[src/rtl/branch_history_table_pkg.sv]
// Shared definitions for the branch history table.
// Contents: 2-bit counter encodings, the table initialisation value, the
// controller FSM state type, the MIPS opcodes the predictor cares about, and
// a helper that classifies an opcode as a trainable conditional branch.
package branch_history_table_pkg;

  // 2-bit saturating counter encodings; prediction is the MSB.
  localparam logic [1:0] BHT_SNT = 2'b00;
  localparam logic [1:0] BHT_WNT = 2'b01;
  localparam logic [1:0] BHT_WT  = 2'b10;
  localparam logic [1:0] BHT_ST  = 2'b11;

  // Every entry starts weakly not-taken so one taken outcome flips it.
  localparam logic [1:0] BHT_INIT_VAL = BHT_WNT;

  typedef enum logic {
    ST_INIT = 1'b0,
    ST_RUN  = 1'b1
  } bht_state_e;

  // MIPS primary opcodes (instr[31:26]).
  localparam logic [5:0] OP_RTYPE = 6'h00;
  localparam logic [5:0] OP_BGEZ  = 6'h01;  // REGIMM group
  localparam logic [5:0] OP_J     = 6'h02;
  localparam logic [5:0] OP_BEQ   = 6'h04;
  localparam logic [5:0] OP_BNE   = 6'h05;
  localparam logic [5:0] OP_BLEZ  = 6'h06;
  localparam logic [5:0] OP_BGTZ  = 6'h07;

  // Only conditional branches train the table; jumps and ALU ops do not.
  function automatic logic is_cond_branch(input logic [5:0] op);
    logic hit;
    hit = 1'b0;
    case (op)
      OP_BEQ, OP_BNE, OP_BGTZ, OP_BLEZ, OP_BGEZ: hit = 1'b1;
      default:                                   hit = 1'b0;
    endcase
    return hit;
  endfunction

endpackage

[src/rtl/branch_history_table_counter_update.sv]
// bht_counter_update: combinational next state of one 2-bit saturating
// branch counter.
// Ports:
//   cnt      - current counter value
//   taken    - resolved branch outcome
//   cnt_next - counter after training (saturates at ST / SNT)
module bht_counter_update
  import branch_history_table_pkg::*;
(
  input  logic [1:0] cnt,
  input  logic       taken,
  output logic [1:0] cnt_next
);

  always_comb begin
    cnt_next = cnt;
    if (taken) begin
      if (cnt != BHT_ST) cnt_next = cnt + 2'd1;
    end else begin
      if (cnt != BHT_SNT) cnt_next = cnt - 2'd1;
    end
  end

endmodule

[src/rtl/branch_history_table.sv]
// branch_history_table: direct-mapped table of 2-bit saturating counters used
// as a dynamic branch predictor at fetch, trained by resolved branches.
// Ports:
//   CLK, RST_N            - clock, asynchronous active-low reset
//   Ready                 - table initialised; fetch stalls while low
//   PredReq, PredPC       - prediction request from fetch
//   PredValid, PredTaken  - prediction, one cycle after PredReq
//   ResValid, ResPC, ResOP, ResTaken, ResPredicted - resolved instruction
//   Mispredict            - one-cycle pulse for a mispredicted branch
//   BranchCount, MispredCount - saturating statistics
//   dbg_state             - controller state (INIT/RUN) for observation
//
// Handshake: there is no backpressure. A request (PredReq or ResValid) is
// consumed in the cycle it is high provided Ready is high; otherwise it is
// dropped. PredValid is a one-cycle qualifier on PredTaken, Mispredict a
// one-cycle pulse, both one cycle after the consumed request.
module branch_history_table
  import branch_history_table_pkg::*;
#(
  parameter int IDX_BITS  = 6,
  parameter int CNT_WIDTH = 32
) (
  input  logic                 CLK,
  input  logic                 RST_N,
  output logic                 Ready,
  input  logic                 PredReq,
  input  logic [31:0]          PredPC,
  output logic                 PredValid,
  output logic                 PredTaken,
  input  logic                 ResValid,
  input  logic [31:0]          ResPC,
  input  logic [5:0]           ResOP,
  input  logic                 ResTaken,
  input  logic                 ResPredicted,
  output logic                 Mispredict,
  output logic [CNT_WIDTH-1:0] BranchCount,
  output logic [CNT_WIDTH-1:0] MispredCount,
  output bht_state_e           dbg_state
);

  localparam int ENTRIES = 1 << IDX_BITS;

  logic [1:0] table_q [ENTRIES];

  bht_state_e           state_q, state_d;
  logic [IDX_BITS-1:0]  ptr_q, ptr_d;
  logic                 pred_valid_q, pred_valid_d;
  logic                 pred_taken_q, pred_taken_d;
  logic                 mispredict_q, mispredict_d;
  logic [CNT_WIDTH-1:0] branch_cnt_q, branch_cnt_d;
  logic [CNT_WIDTH-1:0] mispred_cnt_q, mispred_cnt_d;

  logic [IDX_BITS-1:0]  pred_idx, res_idx;
  logic                 res_accept;
  logic [1:0]           res_cnt_next;

  // Single table write port, shared by INIT fill and RUN training.
  logic                 wr_en;
  logic [IDX_BITS-1:0]  wr_idx;
  logic [1:0]           wr_data;

  // Word-aligned PCs: drop the byte offset; no tags, so upper bits alias.
  assign pred_idx = PredPC[IDX_BITS+1:2];
  assign res_idx  = ResPC[IDX_BITS+1:2];

  logic unused_pc_bits;
  assign unused_pc_bits = ^{PredPC[31:IDX_BITS+2], PredPC[1:0],
                            ResPC[31:IDX_BITS+2], ResPC[1:0]};

  assign Ready      = (state_q == ST_RUN);
  assign res_accept = ResValid && Ready && is_cond_branch(ResOP);

  bht_counter_update u_cnt_upd (
    .cnt      (table_q[res_idx]),
    .taken    (ResTaken),
    .cnt_next (res_cnt_next)
  );

  always_comb begin
    state_d       = state_q;
    ptr_d         = ptr_q;
    wr_en         = 1'b0;
    wr_idx        = res_idx;
    wr_data       = res_cnt_next;
    pred_valid_d  = 1'b0;
    pred_taken_d  = 1'b0;
    mispredict_d  = 1'b0;
    branch_cnt_d  = branch_cnt_q;
    mispred_cnt_d = mispred_cnt_q;

    case (state_q)
      ST_INIT: begin
        wr_en   = 1'b1;
        wr_idx  = ptr_q;
        wr_data = BHT_INIT_VAL;
        ptr_d   = ptr_q + IDX_BITS'(1);
        if (&ptr_q) state_d = ST_RUN;
      end
      ST_RUN: begin
        // Read uses the registered table, so a same-cycle write to the same
        // entry is seen by the next request only (read-before-write).
        pred_valid_d = PredReq;
        pred_taken_d = PredReq & table_q[pred_idx][1];
        if (res_accept) begin
          wr_en = 1'b1;
          if (~&branch_cnt_q) branch_cnt_d = branch_cnt_q + CNT_WIDTH'(1);
          if (ResTaken != ResPredicted) begin
            mispredict_d = 1'b1;
            if (~&mispred_cnt_q) mispred_cnt_d = mispred_cnt_q + CNT_WIDTH'(1);
          end
        end
      end
    endcase
  end

  always_ff @(posedge CLK or negedge RST_N) begin
    if (!RST_N) begin
      state_q       <= ST_INIT;
      ptr_q         <= '0;
      pred_valid_q  <= 1'b0;
      pred_taken_q  <= 1'b0;
      mispredict_q  <= 1'b0;
      branch_cnt_q  <= '0;
      mispred_cnt_q <= '0;
    end else begin
      state_q       <= state_d;
      ptr_q         <= ptr_d;
      pred_valid_q  <= pred_valid_d;
      pred_taken_q  <= pred_taken_d;
      mispredict_q  <= mispredict_d;
      branch_cnt_q  <= branch_cnt_d;
      mispred_cnt_q <= mispred_cnt_d;
    end
  end

  // Table contents need no reset: INIT overwrites every entry before use.
  always_ff @(posedge CLK) begin
    if (wr_en) table_q[wr_idx] <= wr_data;
  end

  assign PredValid    = pred_valid_q;
  assign PredTaken    = pred_taken_q;
  assign Mispredict   = mispredict_q;
  assign BranchCount  = branch_cnt_q;
  assign MispredCount = mispred_cnt_q;
  assign dbg_state    = state_q;

endmodule

[config.mk]
export PLATFORM = sky130hd
export DESIGN_NAME = branch_history_table
export DESIGN_NICKNAME = d
export VERILOG_FILES = /design/src/rtl/branch_history_table_pkg.sv /design/src/rtl/branch_history_table_counter_update.sv /design/src/rtl/branch_history_table.sv
export SDC_FILE = /design/constraint.sdc
export NUM_CORES = 1
export LEC_CHECK = 0
export ABC_CLOCK_PERIOD_IN_PS = 5050
export CAP_MARGIN = 30
export CORE_MARGIN = 1.5
export CORE_UTILIZATION = 40
export DETAILED_ROUTE_END_ITERATION = 7
export DONT_BUFFER_PORTS = 1
export GPL_TIMING_DRIVEN = 0
export MAX_ROUTING_LAYER = met4
export PLACE_DENSITY_LB_ADDON = 0.15
export SETUP_SLACK_MARGIN = 0.3
export SYNTH_ARGS = -nofsm -noshare
export SYNTH_HDL_FRONTEND = slang
export SYNTH_SLANG_ARGS = --single-unit
[constraint.sdc]
create_clock -name CLK -period 5.05 [get_ports CLK]
set_input_delay 1.01 -clock CLK [delete_from_list [all_inputs] [get_ports CLK]]
set_output_delay 1.01 -clock CLK [all_outputs]
set_load 0.1 [all_outputs]
# Word-level counts from Yosys, hierarchy flattened
# Memories as Yosys holds them, arrays and structs flattened.
# Index checks and enable logic that the tools add are counted.
# totals
register_bits	74
ramBits	128
out_inout_bits	69
mem_count	1
# classes
add_sub_neg	5
n_eq_ne	7
muxes	17
n_bitwise	4
reduce_logical	9
# memory_table
name	words	word_bits	rd	rd_clocked_by_memory_dff	wr	line_no	source
table_q	64	2	2	0	1	branch_history_table.sv:43	logic [1:0] table_q [ENTRIES];
# op_table
op	count
$add A32 B1 Y32 const B	2
$reduce_and A32 Y1	2
$eq A6 B3 Y1 const B	4
$mux W1	11
$mux W2	4
$add A6 B1 Y6 const B	1
$eq A6 B1 Y1 const B	1
$mux W6	1
$reduce_and A6 Y1	1
$reduce_or A5 Y1	1
$reduce_and A4 Y1	1
$not A1 Y1	3
$reduce_and A3 Y1	1
$add A2 B1 Y2 const B	1
$logic_and A1 B1 Y1	2
$ne A2 B2 Y1 const B	1
$pmux W1 S2	1
$reduce_bool A2 Y1	1
$sub A2 B1 Y2 const B	1
$and A1 B1 Y1	1
$ne A1 B1 Y1	1

# Depth between registers and ports, before layout
# Gate-level depths: netlist of run 1.
# depth
word_depth	8
depth_mapped	9

# Cells and area by module
# Synthesis of run 1 repeated with hierarchy kept, for this count alone.
# unflattened
cells_unflattened	692
area_unflattened_um2	9562.9
# modules_own_cells
module	n_inst	cells_per_inst	area_each_um2	seq_area_each_um2
branch_history_table	1	689	9536.6	5695.5
bht_counter_update	1	3	26.3	0.0

# Worst setup path before layout of run 1
# No wires, ideal clock.
# synth_path
kind	input port to flip-flop
start	input port ResPC[2]
end	memory table_q[0][1] (data pin)
setup_time_ns	0.569
arrival_time_ns	4.251
t_required_ns	4.481
path_slack_ns	0.230
cell_stages	9
n_path_buf	3
cell_sequence	buf_4 -> buf_4 -> clkbuf_1 -> nor2b_1 -> a22oi_1 -> a31oi_1 -> a211oi_1 -> o22ai_1 -> a2bb2oi_1
# synth_via
elab_chain_cells	5
# synth_rtl
element	line_no	source
start: declaration	branch_history_table.sv:31	input logic [31:0] ResPC,
$mem_v2 Z64 W2 *	--	
$sub A2 B1 Y2 (tied with other cells)	branch_history_table_counter_update.sv:20	if (cnt != BHT_SNT) cnt_next = cnt - 2'd1;
$mux W2, on equally long branches	branch_history_table_counter_update.sv:20, branch_history_table_counter_update.sv:18	
$mux W2 *	branch_history_table_counter_update.sv:17	if (taken) begin
$mux W2 *	branch_history_table.sv:91	case (state_q)
net wr_data[1]	branch_history_table.sv:60	logic [1:0] wr_data;
end: declaration	branch_history_table.sv:43	
# Mark *: on every way through the listed nets, which the timed path passes. The rest lies on a longest branch.

# Worst setup path after layout of run 1
# layout_path
start	input port ResPC[2]
end	memory table_q[21][1] (data pin)
# Same word-level chain as after synthesis.

==> results_dict.tcl, run 1 <==
set metrics [dict create \
    fp.coreArea_sq_um 23470 \
    setup_viol 0 \
    cts_setup_buffers 0 \
    crit_top_cell "buf_4" \
    path_cells "buf_4 > buf_4 > clkbuf_1 > nor2b_1 > a22oi_1 > a31oi_1 > a211oi_1 > o22ai_1 > a2bb2oi_4 > buf_12" \
    track_usage_pct 21.00 \
    drt-total-wl_um 25010 \
    maxSlewHeadroom_pct 31.31 \
    cts_sinks 202 \
    vias 6414 \
    drive_above_1_share_pct 12.99 \
    crit_path_start_kind "input port" \
    clockBufferDepth 3 \
    tightest_slew_ns 1.030 \
    dr.pass1.iters 7 \
    hold_slack_ns 0.1876 \
    outcome "complete, no violations" \
    areaGrowthSynthToFinish_pct 17.82 \
    fin_setup_tns_ns 0 \
    layout_worst_path_cycle_share_pct 75.01 \
    mostFrequentLayoutCells "128 x edfxtp_1, 83 x nor2_1, 74 x dfrtp_1, 63 x nand2_1, 48 x mux2i_1" \
    p_leak_nw 3.954 \
    reg2reg_slack_ns 1.84 \
    r2r-end "MispredCount[9]" \
    fmax_ghz 0.2640 \
    cp_max_fo 40 \
    hold_buffers 0 \
    cts_resized 0 \
    drc 0 \
    layout_commonest_cell "edfxtp_1" \
    antenna_found_initial 0 \
    port_buffers 0 \
    rsz0062_at_grt "no" \
    synth_area_leaders "edfxtp_1 40%, dfrtp_1 19%, mux2i_1 5.0%" \
    synth_nets 802 \
    yosysUniqueCellTypes 62 \
    cts.root.buffer_cell "clkbuf_16" \
    worst_ep_arrival_time_ns 4.12 \
    skew_ns 0.01319 \
    critPathCaptureType "register" \
    period_needed_ns 3.788 \
    grt_pass1_wl_um 37940 \
    yosysTopAreaCellShare_pct 40.13 \
    vias_per_cell 5.810 \
    ys_seq_area_share_pct 59.46 \
    initial_core_util_pct 40.80 \
    die_y_um 157.7 \
    hpwl_um 17090 \
    gp_congestion 0.8681 \
    cts_buffers 24 \
    drv_slew 0 \
    grt_pass1_vias 6467 \
    diodes 0 \
    netlist_instances 723 \
    ys_ff_latch 202 \
    max_stage_delay_ns 0.55 \
    cts_tree "done" \
    powerDensity_nw_per_um2 321.6 \
    antenna_left 0 \
    r2r-start "MispredCount[25]" \
    slowest_stage "a2bb2oi_4" \
    ctsHtreeMaxLevel 1 \
    reg2reg_depth 7 \
    synth_top_cell_by_area "edfxtp_1" \
    syn_avg_cell_area_sq_um 13.25 \
    die_w_um 157.7 \
    path_clk_slew_ns 0.06 \
    cp.required_ns 5.39 \
    fill_cells 2070 \
    critPathKind "input port to register" \
    synth-edff-count 128 \
    overflow 0 \
    io-pin-count 145 \
    ys.flop_type "edfxtp_1" \
    die_area_sq_um 24880 \
    clock_latency_ns 0.52 \
    hp-class "input port to async pin" \
    finalHoldViolations 0 \
    syn_area_sq_um 9578 \
    wl_per_cell_um 22.65 \
    grt_max_degree 75 \
    async_flop_share_pct 36.63 \
    drv_cap 0 \
    fin_nets 846 \
    first_iter_violations 557 \
    num_rows 56 \
    yosysWarnings 0 \
    ir_drop_mv 0.2228 \
]
-- registers in the layout, summed over array words and instances (netlist names) --
name	flops
PredValid	1
Ready	1
Mispredict	1
ptr_q	6
BranchCount	32
table_q	128
MispredCount	32
PredTaken	1
-- through the flow --
stage	total power [mW]	util, %	setup slack [ns]	cell area (sq um)	cells
global placement	1.871	42.53	-0.3322	9983	1042
global route	3.726	48.08	1.095	11280	1104
finish	3.629	48.08	1.262	11280	1104
detailed placement	1.872	42.92	0.8187	10070	1046
floorplan	1.843	-	1.184	9584	723
CTS	3.655	46.43	1.340	10900	1090
-- cells by family (layout without fill, tap and decap cells) --
kind of cell	Yosys count	count (layout)	synth area share, %
AO/OA/AOI/OAI	59	59	4.964
XOR/XNOR	65	65	5.944
adder cells (fa/ha/maj)	3	3	0.3919
buffers and inverters	38	100	2.103
flip-flops	202	202	59.46
multiplexers	83	83	13.09
AND/OR/NAND/NOR	273	273	14.04
-- metal layers --
layer / share of wire, % / global-route usage [%] / vias to the layer above
met2: 47 / 32.37 / 299
met1: 41 / 26.57 / 3210
met5: 0 / - / -
met3: 8.3 / 4.626 / 64
li1: - / - / 2841
met4: 4.1 / 9.479 / 0
-- report_power, final --
part | internal, mW | switching (mW) | total, mW
logic | 0.0348 | 0.0618 | 0.0965
clock network | 1.11 | 0.681 | 1.79
registers | 1.74 | 0 | 1.74
total | 2.89 | 0.743 | 3.63
-- worst max path at each step --
stage,start,end,slack [ns],cells after the start
after detailed placement,ResPC[2],table_q[2][1],0.82,10
final,ResPC[2],table_q[21][1],1.26,10
after global placement,ResPC[2],table_q[2][1],-0.33,9
after CTS,ResPC[2],table_q[21][1],1.34,10
after floorplan,ResPC[2],table_q[0][1],1.18,9
after global routing,ResPC[2],table_q[36][1],1.09,10
-- synth_stat cells, types with 4 or more instances --
library cell and number:
mux2i_1 48, mux4_1 14, nor4_1 5, a2111oi_0 4, a211oi_1 4, nand2_1 63
nor2_1 83, a32o_1 4, dfrtp_1 74, nor3_1 14, a22oi_1 10, nor2b_1 9
a311oi_1 4, xor2_1 23, mux4_2 15, xnor2_1 42, and2_1 4, inv_1 11
buf_2 5, nand3_1 41, clkbuf_1 9, and4_1 7, mux2_2 4, buf_4 9
edfxtp_1 128, nand4_1 19, and3_1 10
-- critical path, delay by kind of cell --
kind	cells	cell delay (ns)
buffers and inverters	4	1.23
AND/OR/NAND/NOR	1	0.24
AO/OA/AOI/OAI	5	1.62
-- cell type report --
class | count | area (sq um) | area share [%]
repair buffers | 18 | 464.2 | 4.114
well taps | 319 | 399.1 | 3.537
inverters | 12 | 45.04 | 0.3992
plain buffers | 26 | 156.4 | 1.386
clock inverters | 16 | 187.7 | 1.663
flip-flops and latches | 202 | 5695 | 50.47
clock buffers | 28 | 636.9 | 5.644
multi-input cells | 483 | 3700 | 32.79
Note: power is estimated with default switching activity, not from simulation.
==> run 2: changes to the inputs <==
Settings changed: ABC_CLOCK_PERIOD_IN_PS 5050 to 3400.
Clock period 5.05 ns to 3.4 ns, I/O delays scaled along.
==> run 2 against run 1 <==
Sequential power up 49%. Hold slack worse by 0.15 ns. Clock-buffer cell count up 1. Cell count about the same. Combinational power up 76%. Wire length up 3.1%. Design area up 0.41%. Sequential share of layout area about the same. Register-to-register slack worse by 1.4 ns. Sequential cell count unchanged. Non-clock buffer count up 1.
==> results_dict.tcl, run 2 (synthesis gave the netlist of run 1 again) <==
set metrics [dict create \
    outcome "complete, no violations" \
    antenna_found_initial 0 \
    critPathCaptureType "register" \
    dr.pass1.iters 5 \
    grt_pass1_wl_um 38840 \
    wl_met3_um 2088 \
    drv_slew 0 \
    met2_wirelength_um 12440 \
    r2r-start "BranchCount[20]" \
    fmax_ghz 0.3313 \
    cp.required_ns 3.65 \
    clockBufferDepth 3 \
    crit_top_cell "buf_4" \
    initial_core_util_pct 40.80 \
    ctsHtreeMaxLevel 1 \
    cp_max_fo 16 \
    p_leak_nw 3.931 \
    vias_per_cell 5.730 \
    die_area_sq_um 24880 \
    critPathKind "input port to register" \
    largest_register_ffs 128 \
    gp_congestion 0.8989 \
    placed_cells 1046 \
    maxSlewHeadroom_pct 31.23 \
    first_iter_violations 496 \
    vias 6320 \
    tightest_slew_ns 1.031 \
    powerDensity_nw_per_um2 469.1 \
    antenna_left 0 \
    drt-total-wl_um 25770 \
    die_w_um 157.7 \
    largest-register "table_q" \
    port_buffers 0 \
    crit_path_start_kind "input port" \
    drv_cap 0 \
    cts_tree "done" \
    drc 0 \
    cts_buffers 23 \
    max_stage_delay_ns 0.59 \
    areaGrowthSynthToFinish_pct 18.30 \
    fp.coreArea_sq_um 23470 \
    wl_met1_um 10520 \
    diodes 0 \
    top_layer "met4" \
    clock_latency_ns 0.51 \
    num_rows 56 \
    critPathBufInv 3 \
    track_usage_pct 21.55 \
    hpwl_um 17230 \
    critPathTopFamily "compound AO/OA/AOI/OAI gates" \
    reg2reg_slack_ns 0.49 \
    final_util_pct 48.27 \
    io-pin-count 145 \
    drive_above_1_share_pct 16.33 \
    mostFrequentLayoutCells "128 x edfxtp_1, 83 x nor2_1, 63 x nand2_1, 53 x dfrtp_1, 48 x mux2i_1" \
    skew_ns 0.01487 \
    worst_ep_arrival_time_ns 3.27 \
    r2r-end "BranchCount[1]" \
    path_cells "buf_4 > buf_4 > clkbuf_2 > nor2b_1 > a22oi_1 > a31oi_1 > a211oi_2 > o22ai_2 > a2bb2oi_4" \
    slowest_stage "a211oi_2" \
    cts.root.buffer_cell "clkbuf_16" \
    grt_max_degree 75 \
    overflow 0 \
    layout_worst_path_cycle_share_pct 88.78 \
    fin_nets 847 \
    grt_pass1_vias 6601 \
    layout_commonest_cell "edfxtp_1" \
    finalHoldViolations 0 \
    ir_drop_mv 0.3043 \
    final_cells 1103 \
    die_y_um 157.7 \
    cts_sinks 202 \
    path_clk_slew_ns 0.06 \
    reg2reg_depth 6 \
    rsz0062_at_grt "no" \
    setup_viol 0 \
    period_needed_ns 3.019 \
    hp-class "input port to async pin" \
    wl_per_cell_um 23.36 \
]
run 2: cell count changes in the layout (fill, tap and decap cells not counted), moves of 2 or more:
| cell | previous run | this run |
|---|---|---|
| clkbuf_1 | 12 | 10 |
| clkinv_2 | 7 | 5 |
| dfrtp_1 | 74 | 53 |
| clkbuf_2 | 0 | 4 |
| dfrtp_2 | 0 | 21 |
| clkinv_4 | 2 | 0 |
run 2: final cells by class:
| type | count | area, sq um |
|---|---|---|
| fill | 2059 | 12140 |
| sequential | 202 | 5722 |
| multi-input combinational | 484 | 3750 |
| clock buffer | 29 | 640.6 |
| timing repair buffer | 19 | 469.2 |
| tap | 319 | 399.1 |
| buffer | 26 | 162.7 |
| clock inverter | 12 | 142.6 |
| inverter | 12 | 45.04 |
run 2: worst max-delay path by stage:
| stage | start | endpoint | cells past startpoint |
|---|---|---|---|
| floorplan | ResPC[2] | table_q[0][1] | 9 |
| global placement | ResPC[2] | table_q[54][1] | 9 |
| detailed placement | ResPC[4] | table_q[49][1] | 9 |
| CTS | ResPC[4] | table_q[33][1] | 8 |
| global route | MispredCount[30] | MispredCount[9] | 7 |
| finish | ResPC[2] | table_q[38][1] | 9 |
run 2: report_power, final:
part           internal, mW  switching [mW]  leakage (nW)
logic                0.0564           0.113          1.65
registers              2.59               0          1.90
clock network          1.57           0.991         0.381
total                  4.21            1.10          3.93
run 2: worst register-to-register path, cell delays in order, from the launching register on:
cell and delay (ns):
dfrtp_1 0.98, and4_1 0.39, nand4_1 0.18, nor3_2 0.53
and3_1 0.29, nor2_1 0.08, mux2_1 0.35
run 2: metrics by stage:
stage	TNS [ns]	setup slack [ns]	power [mW]	hold WS (ns)	instance area [sq um]
2_1_floorplan	0	0.3130	2.739	0.3844	9605
3_3_place_gp	-66.14	-0.6582	2.781	0.3860	10000
3_5_place_dp	-29.52	-0.3178	2.782	0.3858	10110
4_1_cts	0	0.2459	5.358	0.05618	10970
5_1_grt	0	0.3061	5.464	0.06125	11330
6_report	0	0.3815	5.316	0.03968	11330
run 2: repair_timing:
action	in CTS	in global routing
pin swaps	1	0
endpoints found under the setup margin	90	119
endpoints found under the hold margin	74	0
hold buffers	1	0
cloned	1	0
buffers inserted	1	0
gates resized for setup	12	18
run 2: layer usage:
| metal | vias up | GRT usage [%] |
|---|---|---|
| met1 | 3166 | 26.95 |
| met4 | 0 | 7.278 |
| met3 | 49 | 4.818 |
| met2 | 272 | 34.71 |
| met5 | - | - |
| li1 | 2833 | - |
==> run 3: changes to the inputs <==
Settings changed: ABC_CLOCK_PERIOD_IN_PS 3400 to 3300, REMOVE_ABC_BUFFERS set to 1.
Clock period 3.4 ns to 3.3 ns, I/O delays scaled along.
==> run 3 against run 2 <==
Sequential power grew 3%. First-iteration DRC count shrank 10%. Clock-buffer cell count shrank 4. Combinational power shrank 40%. Via count shrank 3.2%. Power grew 0.94%. Clock skew shrank 0.0048 ns. Critical path type is now register to register. Largest cell class unchanged. Largest power group unchanged.
==> results_dict.tcl, run 3 (synthesis gave the netlist of run 1 again) <==
set metrics [dict create \
    critPathCaptureType "register" \
    die_y_um 157.7 \
    critPathKind "register to register" \
    clockBufferDepth 3 \
    stdcell_area_sq_um 11110 \
    io-pin-count 145 \
    reg2reg_depth 6 \
    diodes 0 \
    port_buffers 0 \
    fin_nets 818 \
    maxSlewHeadroom_pct 32.40 \
    mostFrequentLayoutCells "128 x edfxtp_1, 83 x nor2_1, 63 x nand2_1, 48 x mux2i_1, 42 x xnor2_1" \
    fin_setup_tns_ns 0 \
    r2r-end "MispredCount[17]" \
    largest-register "table_q" \
    cts_sinks 202 \
    antenna_found_initial 0 \
    period_needed_ns 2.846 \
    cp.required_ns 3.66 \
    drv_slew 0 \
    ir_drop_mv 0.4221 \
    overflow 0 \
    skew_ns 0.01007 \
    cts.root.buffer_cell "clkbuf_16" \
    layout_worst_path_cycle_share_pct 86.24 \
    die_area_sq_um 24880 \
    cp_max_fo 11 \
    fill_cells 2095 \
    fp.coreArea_sq_um 23470 \
    cts_tree "done" \
    clock_latency_ns 0.52 \
    crit_path_start_kind "register" \
    grt_pass1_wl_um 36920 \
    final_util_pct 47.32 \
    vias_per_cell 5.688 \
    r2r-start "MispredCount[24]" \
    hp-class "input port to async pin" \
    cts_buffers 23 \
    setup_ws_ns 0.4539 \
    gp_congestion 0.8412 \
    dr.pass1.iters 5 \
    rsz0062_at_grt "yes" \
    setup_viol 0 \
    antenna_left 0 \
    outcome "complete, no violations" \
    die_w_um 157.7 \
    worst_ep_arrival_time_ns 3.20 \
    p_leak_nw 3.771 \
    num_rows 56 \
    place_ws_ns 0.01540 \
    dpl_cell_area_sq_um 9963 \
    reg2reg_slack_ns 0.45 \
    first_iter_violations 446 \
    vias 6115 \
    grt_pass1_vias 6527 \
    drive_above_1_share_pct 15.87 \
    ctsHtreeMaxLevel 1 \
    initial_core_util_pct 40.80 \
    layout_commonest_cell "edfxtp_1" \
    drc 0 \
    drv_cap 0 \
    largest_register_ffs 128 \
    tightest_slew_ns 1.014 \
    path_clk_slew_ns 0.06 \
    hpwl_um 15720 \
    grt_max_degree 75 \
    wl_per_cell_um 22.29 \
    finalHoldViolations 0 \
    areaGrowthSynthToFinish_pct 15.98 \
    powerDensity_nw_per_um2 483.1 \
    fmax_ghz 0.3514 \
    track_usage_pct 20.23 \
    drt-total-wl_um 23970 \
]
run 3: cell types whose count changed in the layout (fill, tap and decap cells not counted), sizes merged:
cell,before,now
buf,35,16
clkbuf,39,25
clkinv,7,12
run 3: power by group:
part	switching, mW	leakage (nW)	total, mW	internal (mW)
Combinational	0.0555	1.51	0.102	0.0461
Sequential	0	1.88	2.67	2.67
Clock	1.04	0.379	2.60	1.55
Total	1.10	3.77	5.37	4.27
run 3: final cells by class:
type	count	area (sq um)	area share, %
well taps	319	399.1	3.593
flip-flops and latches	202	5738	51.66
inverters	12	45.04	0.4055
clock inverters	17	167.7	1.509
repair buffers	16	409.1	3.683
clock buffers	25	603.1	5.429
multi-input cells	484	3746	33.72
run 3: critical path, cell delays in order, from the launching register on:
cell and delay, ns:
dfrtp_2 0.73, nand4_1 0.27, nor3_1 0.38, or4b_1 0.56, o21a_1 0.35, and3_1 0.26
xor2_1 0.14
run 3: timing repair:
action                                  CTS  global route
endpoints found under the setup margin   36            56
setup buffers                             0             0
gates resized for setup                  21            16
pin swaps                                 0             1
hold endpoints to repair                 74             0
hold buffers                              1             0
gates cloned                              0             1
run 3: worst max-delay path by stage:
stage | from | to | slack [ns] | cells past startpoint
after floorplan | Ready | table_q[0][1] | -2.24 | 4
after global placement | Ready | table_q[52][1] | -4.79 | 4
after detailed placement | MispredCount[24] | MispredCount[11] | 0.02 | 6
after CTS | MispredCount[14] | MispredCount[11] | 0.33 | 5
after global routing | BranchCount[3] | BranchCount[30] | 0.29 | 6
final | MispredCount[24] | MispredCount[17] | 0.45 | 6
run 3: stage by stage:
| step | cells | total power [mW] | hold slack, ns |
|---|---|---|---|
| finish | 1075 | 5.366 | 0.03203 |
| global route | 1075 | 5.529 | 0.05055 |
| CTS | 1064 | 5.421 | 0.03297 |
| detailed placement | 1021 | 2.796 | 0.3680 |
| global placement | 1016 | 2.794 | 0.3664 |
| floorplan | 697 | 2.779 | 0.3644 |
run 3: layer usage:
layer | global-route usage, % | part of all wire [%]
met5 | - | 0
met3 | 4.681 | 8.7
met2 | 31.77 | 47
met1 | 26.25 | 42
met4 | 5.930 | 2.7
